`config.mk`:
```
export PLATFORM = sky130hd
export DESIGN_NAME = uart_tx
export DESIGN_NICKNAME = d
export VERILOG_FILES = /design/src/rtl/uart_pkg.sv /design/src/rtl/uart_baud_tick.sv /design/src/rtl/uart_tx.sv
export SDC_FILE = /design/constraint.sdc
export NUM_CORES = 1
export LEC_CHECK = 0
export BUFFER_PORTS_ARGS = -buffer_cell sky130_fd_sc_hd__clkbuf_2
export CORE_MARGIN = 5
export CORE_UTILIZATION = 38
export DETAILED_ROUTE_END_ITERATION = 16
export HOLD_SLACK_MARGIN = 0.08
export PLACE_DENSITY = 0.64
export SLEW_MARGIN = 20
export SYNTH_ARGS = -nofsm -noshare
export SYNTH_HDL_FRONTEND = slang
export SYNTH_SLANG_ARGS = --single-unit
```
`constraint.sdc`:
```
create_clock -name clk -period 5.35 [get_ports clk]
set_input_delay 1.07 -clock clk [delete_from_list [all_inputs] [get_ports clk]]
set_output_delay 1.07 -clock clk [all_outputs]
set_load 0.02 [all_outputs]
```
`src/rtl/uart_pkg.sv`:
```
// Shared UART definitions used by the transmitter and receiver.
//   - uart_state_e : frame sequencing states
//   - PARITY_*     : parity mode encodings for the PARITY parameter
//   - bit_cycles() : clocks per bit for a given clock frequency and baud rate
package uart_pkg;

    typedef enum logic [2:0] {
        StIdle,
        StStart,
        StData,
        StParity,
        StStop
    } uart_state_e;

    localparam int unsigned PARITY_NONE = 0;
    localparam int unsigned PARITY_ODD  = 1;
    localparam int unsigned PARITY_EVEN = 2;

    // Integer division: any fractional remainder shows up as baud-rate error.
    function automatic int unsigned bit_cycles(input int unsigned clk_freq,
                                               input int unsigned baud_rate);
        return clk_freq / baud_rate;
    endfunction

endpackage

```
`src/rtl/uart_baud_tick.sv`:
```
// Bit-period timer for the UART.
// Counts clocks 0..BIT_CYCLES-1 and raises tick while the count sits at its last value,
// so the consumer advances on the edge that closes each bit period.
// Ports:
//   clk   - system clock
//   reset - synchronous active-high reset
//   clear - synchronous clear; restarts the bit period (used at frame start / while idle)
//   tick  - high during the final clock of each bit period
module uart_baud_tick #(
    parameter int unsigned BIT_CYCLES = 1085,
    parameter int unsigned CNT_W      = $clog2(BIT_CYCLES * 2)
) (
    input  logic clk,
    input  logic reset,
    input  logic clear,
    output logic tick
);

    localparam logic [CNT_W-1:0] LAST = CNT_W'(BIT_CYCLES - 1);

    logic [CNT_W-1:0] cnt_q, cnt_d;

    assign tick = (cnt_q == LAST);

    always_comb begin
        cnt_d = cnt_q + 1'b1;
        if (clear || tick) begin
            cnt_d = '0;
        end
    end

    always_ff @(posedge clk) begin
        if (reset) begin
            cnt_q <= '0;
        end else begin
            cnt_q <= cnt_d;
        end
    end

endmodule

```
`src/rtl/uart_tx.sv`:
```
// UART transmitter: accepts one byte per valid/ready handshake and sends it as
// start bit, 8 data bits LSB first, optional parity bit, then 1 or 2 stop bits.
// Ports:
//   clk      - system clock
//   reset    - synchronous active-high reset; aborts any frame in progress
//   tx_data  - byte to send, sampled only on the handshake cycle
//   tx_valid - producer has a byte
//   tx_ready - registered; high while idle and able to accept a byte
//   tx       - registered serial output, idles high
//   tx_busy  - registered; high while a frame is in progress
//   tx_done  - one-cycle pulse after the last stop bit completes
module uart_tx
    import uart_pkg::*;
#(
    parameter int unsigned CLK_FREQ  = 125000000,
    parameter int unsigned BAUD_RATE = 115200,
    parameter int unsigned PARITY    = PARITY_NONE,
    parameter int unsigned STOP_BITS = 1
) (
    input  logic       clk,
    input  logic       reset,
    input  logic [7:0] tx_data,
    input  logic       tx_valid,
    output logic       tx_ready,
    output logic       tx,
    output logic       tx_busy,
    output logic       tx_done
);

    localparam int unsigned BIT_CYCLES = bit_cycles(CLK_FREQ, BAUD_RATE);
    localparam int unsigned CNT_W      = $clog2(BIT_CYCLES * 2);
    localparam logic [2:0]  LAST_STOP  = 3'(STOP_BITS - 1);
    localparam logic        HAS_PARITY = (PARITY != PARITY_NONE);

    if (PARITY > PARITY_EVEN) begin : gen_bad_parity
        $error("uart_tx: PARITY must be 0 (none), 1 (odd) or 2 (even)");
    end
    if (STOP_BITS < 1 || STOP_BITS > 2) begin : gen_bad_stop_bits
        $error("uart_tx: STOP_BITS must be 1 or 2");
    end
    if (BIT_CYCLES < 1) begin : gen_bad_baud
        $error("uart_tx: BAUD_RATE must not exceed CLK_FREQ");
    end

    uart_state_e state_q, state_d;
    logic [7:0]  shift_q, shift_d;
    logic [2:0]  bit_q, bit_d;
    logic        par_q, par_d;
    logic        tx_q, tx_d;
    logic        ready_q, ready_d;
    logic        busy_q, busy_d;
    logic        done_q, done_d;
    logic        tick;

    // Holding the timer cleared while idle aligns bit timing to the handshake edge.
    uart_baud_tick #(
        .BIT_CYCLES (BIT_CYCLES),
        .CNT_W      (CNT_W)
    ) u_baud_tick (
        .clk   (clk),
        .reset (reset),
        .clear (state_q == StIdle),
        .tick  (tick)
    );

    always_comb begin
        state_d = state_q;
        shift_d = shift_q;
        bit_d   = bit_q;
        par_d   = par_q;
        tx_d    = tx_q;
        ready_d = ready_q;
        busy_d  = busy_q;
        done_d  = 1'b0;

        unique case (state_q)
            StIdle: begin
                tx_d    = 1'b1;
                ready_d = 1'b1;
                busy_d  = 1'b0;
                if (tx_valid && ready_q) begin
                    shift_d = tx_data;
                    par_d   = (PARITY == PARITY_ODD) ? ~(^tx_data) : ^tx_data;
                    bit_d   = '0;
                    tx_d    = 1'b0;
                    ready_d = 1'b0;
                    busy_d  = 1'b1;
                    state_d = StStart;
                end
            end
            StStart: begin
                if (tick) begin
                    tx_d    = shift_q[0];
                    state_d = StData;
                end
            end
            StData: begin
                if (tick) begin
                    if (bit_q == 3'd7) begin
                        bit_d = '0;
                        if (HAS_PARITY) begin
                            tx_d    = par_q;
                            state_d = StParity;
                        end else begin
                            tx_d    = 1'b1;
                            state_d = StStop;
                        end
                    end else begin
                        // shift_q[0] is on the line; the next bit is one place up.
                        tx_d    = shift_q[1];
                        shift_d = {1'b0, shift_q[7:1]};
                        bit_d   = bit_q + 3'd1;
                    end
                end
            end
            StParity: begin
                if (tick) begin
                    tx_d    = 1'b1;
                    bit_d   = '0;
                    state_d = StStop;
                end
            end
            StStop: begin
                // bit_q counts stop bits here.
                if (tick) begin
                    if (bit_q == LAST_STOP) begin
                        state_d = StIdle;
                        ready_d = 1'b1;
                        busy_d  = 1'b0;
                        done_d  = 1'b1;
                    end else begin
                        bit_d = bit_q + 3'd1;
                    end
                end
            end
            default: begin
                state_d = StIdle;
            end
        endcase
    end

    always_ff @(posedge clk) begin
        if (reset) begin
            state_q <= StIdle;
            shift_q <= '0;
            bit_q   <= '0;
            par_q   <= 1'b0;
            tx_q    <= 1'b1;
            ready_q <= 1'b0;
            busy_q  <= 1'b0;
            done_q  <= 1'b0;
        end else begin
            state_q <= state_d;
            shift_q <= shift_d;
            bit_q   <= bit_d;
            par_q   <= par_d;
            tx_q    <= tx_d;
            ready_q <= ready_d;
            busy_q  <= busy_d;
            done_q  <= done_d;
        end
    end

    assign tx       = tx_q;
    assign tx_ready = ready_q;
    assign tx_busy  = busy_q;
    assign tx_done  = done_q;

endmodule
```
---- After elaboration in Yosys (flattened, before gate mapping) ----
Cells that the tools add are included.
word-level totals
  register bits ........................... 30
  input port bits ......................... 11
  output and inout bits ................... 4
  logic and storage cells ................. 75
cells by class
  add/subtract/negate cells ............... 2
  equal/unequal tests ..................... 15
  muxes and demuxes ....................... 33
  bitwise logic cells ..................... 2
  reductions and logical operators ........ 15
operators by type and width
  cell                     count
  $mux W3                  13
  $mux W8                  3
  $pmux W8 S2              1
  $pmux W3 S5              1
  $add A12 B1 Y12 const B  1
  $eq A12 B11 Y1 const B   1
  $pmux W3 S4              1
  $mux W1                  11
  $ne A2 B2 Y1 const B     5
  $ne A2 B1 Y1 const B     4
  $reduce_and A4 Y1        2
  $reduce_bool A4 Y1       2
  $reduce_and A7 Y1        1
  $eq A3 B2 Y1 const B     2
  $eq A3 B3 Y1 const B     2
  $logic_not A3 Y1         2
  $reduce_and A6 Y1        1
  $pmux W1 S2              2
  $pmux W1 S4              1
  $reduce_bool A2 Y1       2
  $add A3 B1 Y3 const B    1
  $eq A3 B1 Y1 const B     1
  $reduce_and A3 Y1        1
  $reduce_or A3 Y1         1
  4 further kinds          5

---- Logic depth before layout (Yosys ltp) ----
Gate-level depths: netlist of run 1.
  depth in word-level cells ............... 4
  gate-level depth with buffers ........... 7
  depth with buffers taken out ............ 6

---- Hierarchy ----
A second synthesis of run 1 with hierarchy kept.
unflattened totals
  cells, all modules ...................... 178
  area total of the unflattened synthesis .. 1656.6 um^2
by module, submodules not included
  module          times used  cells an instance  area an instance (um^2)  sequential area each (um^2)
  uart_tx         1           116                1088.5                   360.3
  uart_baud_tick  1           62                 568.0                    240.2

---- Worst setup path before layout of run 1 ----
OpenSTA, ideal clock, no wires.
  path type ............................... input to register
  start point ............................. input tx_valid
  end point ............................... register bit_q[2]
  library setup time ...................... 121 ps
  data arrival time ....................... 1820 ps
  required time ........................... 5229 ps
  path slack .............................. 3409 ps
  cell stages on the path ................. 4
  path buffers ............................ 0
  path through ............................ a21oi_1 nor2_1 o221ai_2 mux2_2
on the way
  longest elaborated chain between the ends .. 3
ends and longest elaborated chain
  element                      line            text
  from (decl)                  uart_tx.sv:23   input logic tx_valid,
  $logic_and A1 B1 Y1          uart_tx.sv:81   if (tx_valid && ready_q) begin
  $ne A2 B2 Y1 (no line)       --
  $reduce_and A6 Y1 (no line)  --
  to (signal assigned)         uart_tx.sv:155  bit_q <= bit_d;
  to (decl)                    uart_tx.sv:47   logic [2:0] bit_q, bit_d;
Every way passes these cells.
A chain may end at the register's enable or synchronous reset.

==> impl_metrics.env, run 1 <==
export IMPL_fp_dieArea_um2=5651
export IMPL_wirelength_mm=3.082
export IMPL_cp_arrival_ps=2170
export IMPL_yosys_register_bits=30
export IMPL_ir_drop_mv=0.2332
export IMPL_synth_top_family_by_area="simple AND/OR/NAND/NOR gates"
export IMPL_drtAntennaViolNets=0
export IMPL_maxCapViolCount=0
export IMPL_rows=23
export IMPL_die_h_um=75.17
export IMPL_ctsHoldBuffers=0
export IMPL_critPathLaunchType="input port"
export IMPL_synth_edf_count=0
export IMPL_fin_area_um2=1768
export IMPL_antennaDiodeCount=0
export IMPL_synth_mux_area_share_pct=7.519
export IMPL_p_per_area_nw_per_um2=264.6
export IMPL_ys_top_cells_by_area="dfxtp_1, mux2i_1, xor2_1"
export IMPL_min_period_over_period_pct=37.30
export IMPL_drv_slew=0
export IMPL_grt_pass1_vias=1157
export IMPL_pre_cts_slack_ps=3087
export IMPL_slowest_delay_ps=330
export IMPL_vias=1235
export IMPL_fin_ws_ps=3355
export IMPL_antenna_found_initial=0
export IMPL_gp_congestion=0.7160
export IMPL_wire_per_inst_um=13.23
export IMPL_syn_area_um2=1614
export IMPL_synth_compound_area_share_pct=15.66
export IMPL_port_buffers=14
export IMPL_fmax_mhz=501.2
export IMPL_hpwlAfterDp_mm=2.134
export IMPL_syn_nets=187
export IMPL_grt_pass1_wl_mm=5.451
export IMPL_stdcell_count=233
export IMPL_path_cells="clkbuf_2 -> inv_1 -> o2111a_1 -> mux2_2"
export IMPL_drive_gt1_share_pct=17.49
export IMPL_pin_count=15
export IMPL_fill_cells=387
export IMPL_synthCells=171
export IMPL_nNetsFinal=198
export IMPL_leakage_nw=0.7443
export IMPL_drcViolationCount=0
export IMPL_yosys_warnings=0
export IMPL_crit_path_end_kind="flop"
export IMPL_clockBufferDepth=2
export IMPL_worstSetupPathType="in -> reg"
export IMPL_min_period_ps=1995
export IMPL_clk_pin_slew_worst_paths_ps=70
export IMPL_postCtsSetupBuffers=0
export IMPL_dpl_cell_area_um2=1677
export IMPL_required_ps=5530
export IMPL_crit_path_max_fanout=16
export IMPL_finClkSkew_ps=6.561
export IMPL_viasPerCell=5.300
export IMPL_first_pass_iters=4
export IMPL_gr_total_overflow=0
export IMPL_tightest_slew_ps=599.5
export IMPL_core_um2=4058
export IMPL_yosys_area_share_simple_pct=23.33
export IMPL_synthAdderAreaFrac_pct=3.876
export IMPL_synth_xor_area_share_pct=5.969
export IMPL_grt_max_degree=18
export IMPL_synth_top_area_share_pct=37.21
export IMPL_ys_async_sr_fraction_pct=0
export IMPL_synthFlopType="dfxtp_1"
export IMPL_insertion_delay_ps=280
export IMPL_post_cts_resize_count=0
export IMPL_cts_tree="built"
export IMPL_area_growth_pct=9.535
export IMPL_status="completed"
export IMPL_cts_root_buf="clkbuf_8"
export IMPL_hold_class="reg -> reg"
export IMPL_grt_use_total_pct=12.65
export IMPL_ys_seq_area_share_pct=37.21
export IMPL_tns_ps=0
export IMPL_rsz0062_at_grt="no"
export IMPL_dp_cells=225
export IMPL_crit_slowest_cell="inv_1"
export IMPL_ys_types=46
export IMPL_drt_initial_drc_count=52
export IMPL_htree_num_levels=2
export IMPL_cts_buffers=5
export IMPL_setup_violations=0
export IMPL_start_util_pct=39.78
export IMPL_max_slew_margin_pct=59.92
export IMPL_finalHoldViolCount=0
export IMPL_synth_area_leader_cell="dfxtp_1"
export IMPL_cts_sinks=30
export IMPL_syn_avg_cell_area_um2=9.439
export IMPL_dieWidth_um=75.17
Yosys cell counts, types with 3 or more instances:
master	number
o21ai_0	3
ha_1	5
xor2_1	10
nand2_1	11
inv_1	7
a211oi_1	7
a41o_1	7
nor2_1	13
a21oi_1	6
buf_6	3
buf_4	3
dfxtp_1	30
nand3_1	8
nand4_1	4
mux2i_1	11
nor2b_1	5
clkbuf_1	3
report_power, final:
group / total (mW) / switching [mW] / internal [mW]
registers: 0.237 / 0.00682 / 0.230
logic: 0.0441 / 0.0249 / 0.0192
clock network: 0.187 / 0.0830 / 0.104
total: 0.468 / 0.115 / 0.353
area by class of cell:
type	instances	area, µm²	area share (%)
multi-input combinational	123	909.6	51.45
timing repair buffer	15	77.57	4.388
clock buffer	7	86.33	4.883
inverter	7	26.28	1.486
clock inverter	1	5.005	0.2831
sequential	30	600.6	33.97
tap	50	62.56	3.539
layout by cell type, fill, tap and decap left out, types with 6 or more instances in the layout:
cell and n:
a21oi_1 6, a211oi_1 7, a41o_1 7, dfxtp_1 30, nor2_1 13, nand2_1 11
nand3_1 8, mux2i_1 11, clkbuf_8 6, clkbuf_2 14, xor2_1 10, inv_1 7
state kept, by name, summed over array words and instances (netlist names):
| name | count |
|---|---|
| tx_ready | 1 |
| u_baud_tick.cnt_q | 12 |
| shift_q | 8 |
| bit_q | 3 |
| tx | 1 |
| state_q | 3 |
| tx_done | 1 |
| tx_busy | 1 |
final timing paths:
check | startpoint | to | slack (ps) | cells past startpoint
min reg2reg | u_baud_tick.cnt_q[0] | u_baud_tick.cnt_q[0] | 460 | 1
max reg2reg | bit_q[0] | shift_q[4] | 3420 | 6
min | u_baud_tick.cnt_q[0] | u_baud_tick.cnt_q[0] | 460 | 1
max | reset | bit_q[2] | 3350 | 4
stage by stage:
step,total power [mW],hold WS (ps),utilization [%]
6_report,0.4677,460.5,43.57
5_1_grt,0.4928,503.6,43.57
4_1_cts,0.4750,464.6,43.57
3_5_place_dp,0.2863,450.4,41.32
3_3_place_gp,0.2863,438.9,41.32
2_1_floorplan,0.2745,425.4,-
cells by family after synthesis:
| family | after synthesis |
|---|---|
| multiplexers | 12 |
| adder cells (fa/ha/maj) | 5 |
| flip-flops | 30 |
| buffers and inverters | 18 |
| AO/OA/AOI/OAI | 32 |
| AND/OR/NAND/NOR | 63 |
| XOR/XNOR | 11 |
metal layers:
layer	vias up	GRT usage, %	part of all wire, %
met2	21	17.31	41
li1	644	-	-
met4	0	4.660	1.4
met1	565	18.28	54
met3	5	4.272	3.6
met5	-	0	0
worst max-delay path: cells and delay by family:
| family | cells | cell delay (ps) |
|---|---|---|
| mux | 1 | 250 |
| compound gates | 1 | 220 |
| buf+inv | 2 | 630 |
(Power assumes the default switching activity.)
==> run 2: changes to the inputs <==
--- a/config.mk
+++ b/config.mk
@@ -10,7 +10,7 @@
 export CORE_UTILIZATION = 38
 export DETAILED_ROUTE_END_ITERATION = 16
 export HOLD_SLACK_MARGIN = 0.08
-export PLACE_DENSITY = 0.64
+export PLACE_DENSITY = 0.66
 export SLEW_MARGIN = 20
 export SYNTH_ARGS = -nofsm -noshare
 export SYNTH_HDL_FRONTEND = slang
==> constraint.sdc (replaced) <==
create_clock -name clk -period 1.6 [get_ports clk]
set_input_delay 0.32 -clock clk [delete_from_list [all_inputs] [get_ports clk]]
set_output_delay 0.32 -clock clk [all_outputs]
set_load 0.02 [all_outputs]
==> run 2 against run 1 <==
Against the previous run:
- the run now ends with negative setup slack left
- combinational power rose to 4.6 times the previous value
- critical path type is now reg -> reg
- global-route usage increased by 0.89 points
- clock skew rose by 2.8 ps
- setup slack worse by 3400 ps
- largest cell class unchanged
- via count rose by 10%
- clock power rose to 5.1 times the previous value
- non-clock buffer count rose by 23
- die area is the same
- power grew to 4.2 times the previous value
- clock-buffer cell count shrank 1
- cell area rose by 22%
==> impl_metrics.env, run 2 (same netlist as run 1, synthesis figures left out) <==
export IMPL_status="finished, violations left"
export IMPL_violations="negative setup slack"
export IMPL_wl_met3_um=122
export IMPL_rrSetupSlack_ps=-0.3
export IMPL_min_period_over_period_pct=100.0
export IMPL_hold_class="in -> reg"
export IMPL_pin_count=15
export IMPL_cts_sinks=30
export IMPL_start_util_pct=39.78
export IMPL_grt_max_degree=18
export IMPL_final_common_cell="dfxtp_1"
export IMPL_grt_pass1_vias=1278
export IMPL_worstHoldEndpoint="shift_q[7]"
export IMPL_p_comb_share_pct=10.5
export IMPL_finalHoldViolCount=0
export IMPL_required_ps=1820
export IMPL_r2r_cells=7
export IMPL_fin_area_um2=2158
export IMPL_tns_ps=-0.2782
export IMPL_p_int_mw=1.535
export IMPL_area_growth_pct=33.72
export IMPL_maxCapViolCount=0
export IMPL_swShare_pct=21.28
export IMPL_rows=23
export IMPL_grt_pass1_wl_mm=5.851
export IMPL_dpl_cell_area_um2=1886
export IMPL_rsz0062_at_grt="yes"
export IMPL_nNetsFinal=222
export IMPL_clockBufferDepth=2
export IMPL_leakage_nw=0.9100
export IMPL_tightest_slew_ps=297.7
export IMPL_vias=1360
export IMPL_final_core_util_pct=53.19
export IMPL_met2WireLength_mm=1.737
export IMPL_largestRegisters="u_baud_tick.cnt_q: 12 flops, shift_q: 8 flops"
export IMPL_antenna_found_initial=0
export IMPL_p_per_area_nw_per_um2=903.4
export IMPL_wirelength_mm=3.534
export IMPL_max_slew_margin_pct=80.05
export IMPL_layout_common_cells="dfxtp_1, buf_4, clkbuf_2, nand2_1, mux2i_1"
export IMPL_first_pass_iters=4
export IMPL_gr_total_overflow=0
export IMPL_dieWidth_um=75.17
export IMPL_holdWs_ps=253.0
export IMPL_port_buffers=14
export IMPL_pre_cts_slack_ps=-129.6
export IMPL_drv_slew=0
export IMPL_cts_tree="built"
export IMPL_wire_per_inst_um=13.75
export IMPL_crit_path_max_fanout=15
export IMPL_p_sw_mw=0.4149
export IMPL_critPathLaunchType="flop"
export IMPL_cts_root_buf="clkbuf_8"
export IMPL_drcViolationCount=0
export IMPL_crit_path_end_kind="flop"
export IMPL_drive_gt1_share_pct=43.00
export IMPL_ir_drop_mv=0.5492
export IMPL_grt_use_total_pct=13.54
export IMPL_clk_pin_slew_worst_paths_ps=60
export IMPL_min_period_ps=1600
export IMPL_finClkSkew_ps=9.335
export IMPL_cts_buffers=5
export IMPL_stdcell_count=257
export IMPL_drt_initial_drc_count=91
export IMPL_fmax_mhz=624.9
export IMPL_min_from="tx_data[7]"
export IMPL_drt_met1_wl_mm=1.628
export IMPL_hold_path_depth=3
export IMPL_power_mw=1.950
export IMPL_core_um2=4058
export IMPL_fp_dieArea_um2=5651
export IMPL_r2r_end="shift_q[1]"
export IMPL_dp_cells=247
export IMPL_antennaDiodeCount=0
export IMPL_htree_num_levels=2
export IMPL_die_h_um=75.17
export IMPL_largest_register_ffs=12
export IMPL_r2r_start="bit_q[0]"
export IMPL_gp_congestion=0.7523
export IMPL_worstSetupPathType="reg -> reg"
export IMPL_hpwlAfterDp_mm=2.520
export IMPL_setup_violations=1
export IMPL_viasPerCell=5.292
export IMPL_fin_ws_ps=-0.2782
export IMPL_insertion_delay_ps=290
export IMPL_regMostFlops="u_baud_tick.cnt_q"
export IMPL_p_clk_share_pct=48.8
export IMPL_drtAntennaViolNets=0
export IMPL_pwr_share_seq_pct=40.7
export IMPL_cp_arrival_ps=1820
export IMPL_ctsHoldBuffers=0
export IMPL_highest_layer="met4"
[run 2: cell count changes in the layout (fill, tap and decap cells not counted), moves of 3 or more]
cell	previous run	this run
buf_4	1	22
nor2_2	2	10
a211oi_2	0	5
dfxtp_2	0	7
dfxtp_1	30	23
a211oi_1	7	2
nor2_1	13	3
ha_1	5	2
[run 2: what timing repair did]
item / 4_1_cts / 5_1_grt
buffers inserted: 0 / 1
endpoints found under the setup margin: 15 / 27
gates resized for setup: 10 / 26
pin swaps: 3 / 13
gates cloned: 0 / 1
[run 2: how the worst max path moves through the flow]
| stage | startpoint | endpoint | cells after the start |
|---|---|---|---|
| 3_5_place_dp | bit_q[1] | shift_q[6] | 7 |
| 5_1_grt | bit_q[1] | shift_q[1] | 7 |
| 3_3_place_gp | bit_q[0] | tx_busy | 6 |
| 4_1_cts | bit_q[0] | shift_q[6] | 7 |
| 2_1_floorplan | u_baud_tick.cnt_q[0] | u_baud_tick.cnt_q[10] | 7 |
| 6_report | bit_q[0] | shift_q[1] | 7 |
[run 2: cell type report]
type / instances / area (µm²)
multi-input combinational: 124 / 1060
tap: 50 / 62.56
fill: 373 / 1899
inverter: 7 / 26.28
sequential: 30 / 609.3
clock inverter: 2 / 60.06
timing repair buffer: 38 / 257.7
clock buffer: 6 / 82.58
[run 2: critical path: stages, from the launching register on]
cell and delay, ps:
dfxtp_2 340, ha_4 160, ha_4 170, nor4b_4 230, nand4_2 110, buf_6 170, a211oi_2 220, a41o_1 130
[run 2: routing by layer]
metal	GRT usage, %	vias to the layer above
met5	0	-
met2	21.18	12
met1	17.73	645
li1	-	698
met4	4.078	0
met3	4.539	5
[run 2: power by group through the flow]
stage	Sequential, mW	Combinational [mW]	Clock [mW]
6_report	0.794	0.204	0.952
5_1_grt	0.797	0.225	1.01
4_1_cts	0.792	0.195	0.976
3_5_place_dp	0.808	0.185	0
3_3_place_gp	0.808	0.183	0
2_1_floorplan	0.807	0.116	0
==> run 3: changes to the inputs <==
--- a/config.mk
+++ b/config.mk
@@ -5,9 +5,11 @@
 export SDC_FILE = /design/constraint.sdc
 export NUM_CORES = 1
 export LEC_CHECK = 0
+export ABC_AREA = 1
 export BUFFER_PORTS_ARGS = -buffer_cell sky130_fd_sc_hd__clkbuf_2
 export CORE_MARGIN = 5
 export CORE_UTILIZATION = 38
+export CTS_CLUSTER_SIZE = 12
 export DETAILED_ROUTE_END_ITERATION = 16
 export HOLD_SLACK_MARGIN = 0.08
 export PLACE_DENSITY = 0.66
==> run 3 against run 2 <==
Against the previous run:
- the run now ends clean
- setup slack improved by 99 ps
- core utilization is 6.2 points lower
- register-to-register slack better by 99 ps
- sequential power increased by 28%
- highest routed layer unchanged
==> impl_metrics.env, run 3 <==
export IMPL_status="completed"
export IMPL_worstSetupPathType="reg -> reg"
export IMPL_syn_area_um2=1598
export IMPL_synth_top_family_by_area="simple AND/OR/NAND/NOR gates"
export IMPL_holdWs_ps=291.0
export IMPL_cp_top_family="simple AND/OR/NAND/NOR gates"
export IMPL_hpwlAfterDp_mm=2.409
export IMPL_grt_pass1_wl_mm=5.526
export IMPL_p_per_area_nw_per_um2=1573
export IMPL_dieWidth_um=74.85
export IMPL_synthTopCellsByCount="nand2_1, nor2_1, dfxtp_1"
export IMPL_synth_area_leader_cell="dfxtp_1"
export IMPL_synth_edf_count=0
export IMPL_final_common_cell="nand2_1"
export IMPL_clockBufferDepth=2
export IMPL_syn_nets=254
export IMPL_pin_count=15
export IMPL_first_pass_iters=4
export IMPL_drive_gt1_share_pct=19.55
export IMPL_final_seq_area_um2=600.6
export IMPL_port_buffers=14
export IMPL_synth_mux_area_share_pct=0
export IMPL_cp_arrival_ps=1670
export IMPL_synthAdderAreaFrac_pct=3.915
export IMPL_grt_max_degree=14
export IMPL_tightest_slew_ps=358.0
export IMPL_max_slew_margin_pct=76.00
export IMPL_finClkSkew_ps=2.204
export IMPL_yosys_register_bits=30
export IMPL_crit_path_max_fanout=5
export IMPL_clk_pin_slew_worst_paths_ps=60
export IMPL_die_h_um=74.85
export IMPL_cp_common_cell="nand2_1"
export IMPL_synth_top_area_share_pct=37.59
export IMPL_rsz0062_at_grt="yes"
export IMPL_htree_num_levels=2
export IMPL_synth_compound_area_share_pct=12.14
export IMPL_largestRegisters="u_baud_tick.cnt_q: 12 flops, shift_q: 8 flops"
export IMPL_slowest_delay_ps=370
export IMPL_crit_path_end_kind="flop"
export IMPL_fin_ws_ps=98.70
export IMPL_wire_per_inst_um=10.35
export IMPL_critPathLaunchType="flop"
export IMPL_hold_class="in -> reg"
export IMPL_synthCells=238
export IMPL_path_cells="nand2_1 -> nor2_1 -> nand3_2 -> nand2_1 -> nand2_2 -> nor2_1 -> nand2_1 -> nand2_1 -> nor2_1"
export IMPL_fmax_mhz=666.1
export IMPL_multi_input_area_um2=903.4
export IMPL_fill_cells=415
export IMPL_min_period_over_period_pct=93.83
export IMPL_postCtsSetupBuffers=0
export IMPL_setup_violations=0
export IMPL_ys_seq_area_share_pct=37.59
export IMPL_rrSetupSlack_ps=100
export IMPL_dpl_cell_area_um2=1773
export IMPL_fin_area_um2=1894
export IMPL_cts_buffers=5
export IMPL_cp_buffers_inverters=0
export IMPL_synthFlopType="dfxtp_1"
export IMPL_drv_slew=0
export IMPL_synth_most_common_cell="nand2_1"
export IMPL_ir_drop_mv=0.8404
export IMPL_drt_initial_drc_count=59
export IMPL_cts_sinks=30
export IMPL_ys_types=29
export IMPL_rows=23
export IMPL_tns_ps=0
export IMPL_gp_congestion=0.8778
export IMPL_fp_dieArea_um2=5602
export IMPL_nNetsFinal=281
export IMPL_drcViolationCount=0
export IMPL_core_um2=4029
export IMPL_stdcell_count=316
export IMPL_wirelength_mm=3.272
export IMPL_largest_register_ffs=12
export IMPL_insertion_delay_ps=280
export IMPL_synth_xor_area_share_pct=1.096
export IMPL_regMostFlops="u_baud_tick.cnt_q"
export IMPL_syn_avg_cell_area_um2=6.713
export IMPL_yosys_warnings=0
export IMPL_required_ps=1770
export IMPL_grt_use_total_pct=13.23
export IMPL_drtAntennaViolNets=0
export IMPL_min_period_ps=1501
export IMPL_grt_pass1_vias=1261
export IMPL_area_growth_pct=18.56
export IMPL_viasPerCell=4.652
export IMPL_leakage_nw=0.8531
export IMPL_ys_async_sr_fraction_pct=0
export IMPL_start_util_pct=39.66
export IMPL_cts_tree="built"
export IMPL_pre_cts_slack_ps=69.58
export IMPL_ctsHoldBuffers=0
export IMPL_crit_slowest_cell="dfxtp_1"
export IMPL_vias=1470
export IMPL_antenna_found_initial=0
export IMPL_gr_total_overflow=0
export IMPL_power_mw=2.980
export IMPL_maxCapViolCount=0
export IMPL_final_core_util_pct=47.02
export IMPL_finalHoldViolCount=0
export IMPL_ys_top_cells_by_area="dfxtp_1, nand2_1, nor2_1"
export IMPL_yosys_area_share_simple_pct=37.51
export IMPL_antennaDiodeCount=0
export IMPL_cts_root_buf="clkbuf_8"
export IMPL_dp_cells=307
export IMPL_layout_common_cells="nand2_1, nor2_1, dfxtp_1, inv_1, clkbuf_2"
## run 3: power by group
group	internal, mW	total (mW)	switching, mW
sequential	0.905	1.02	0.115
combinational	0.477	1.33	0.857
clock	0.346	0.627	0.281
## run 3: cell families after synthesis
logic type,count (synthesis)
compound gates,34
xor+xnor,2
fa+ha+maj,5
buf+inv,31
flops,30
simple gates,136
## run 3: final timing paths
kind,from,end,cells past startpoint
worst max-delay path,u_baud_tick.cnt_q[4],bit_q[0],9
worst min-delay path,tx_data[7],shift_q[7],3
worst min register to register,u_baud_tick.cnt_q[9],u_baud_tick.cnt_q[9],2
worst max register to register,u_baud_tick.cnt_q[4],bit_q[0],9
## run 3: area by class of cell
| class | count | area share [%] |
|---|---|---|
| Clock buffer | 7 | 4.557 |
| Clock inverter | 1 | 0.2642 |
| Inverter | 29 | 6.011 |
| Multi-Input combinational cell | 178 | 47.69 |
| Sequential cell | 30 | 31.70 |
| Tap cell | 50 | 3.303 |
| Timing Repair Buffer | 21 | 6.473 |
## run 3: timing repair
action | in CTS | in global routing
endpoints found under the setup margin | 0 | 13
resized for setup | 0 | 10
endpoints found under the hold margin | 0 | 0
## run 3: worst min-delay path: cells and delay by family
family          cells  cell delay (ps)
buf+inv             1               80
compound gates      1               60
simple gates        1               70
## run 3: routing by layer
metal / vias to the layer above / GRT usage, % / part of all wire (%)
met5: - / 0 / 0
met4: 0 / 6.126 / 1.8
met3: 5 / 6.008 / 4.1
met2: 19 / 20.41 / 44
met1: 636 / 15.69 / 50
li1: 810 / - / -
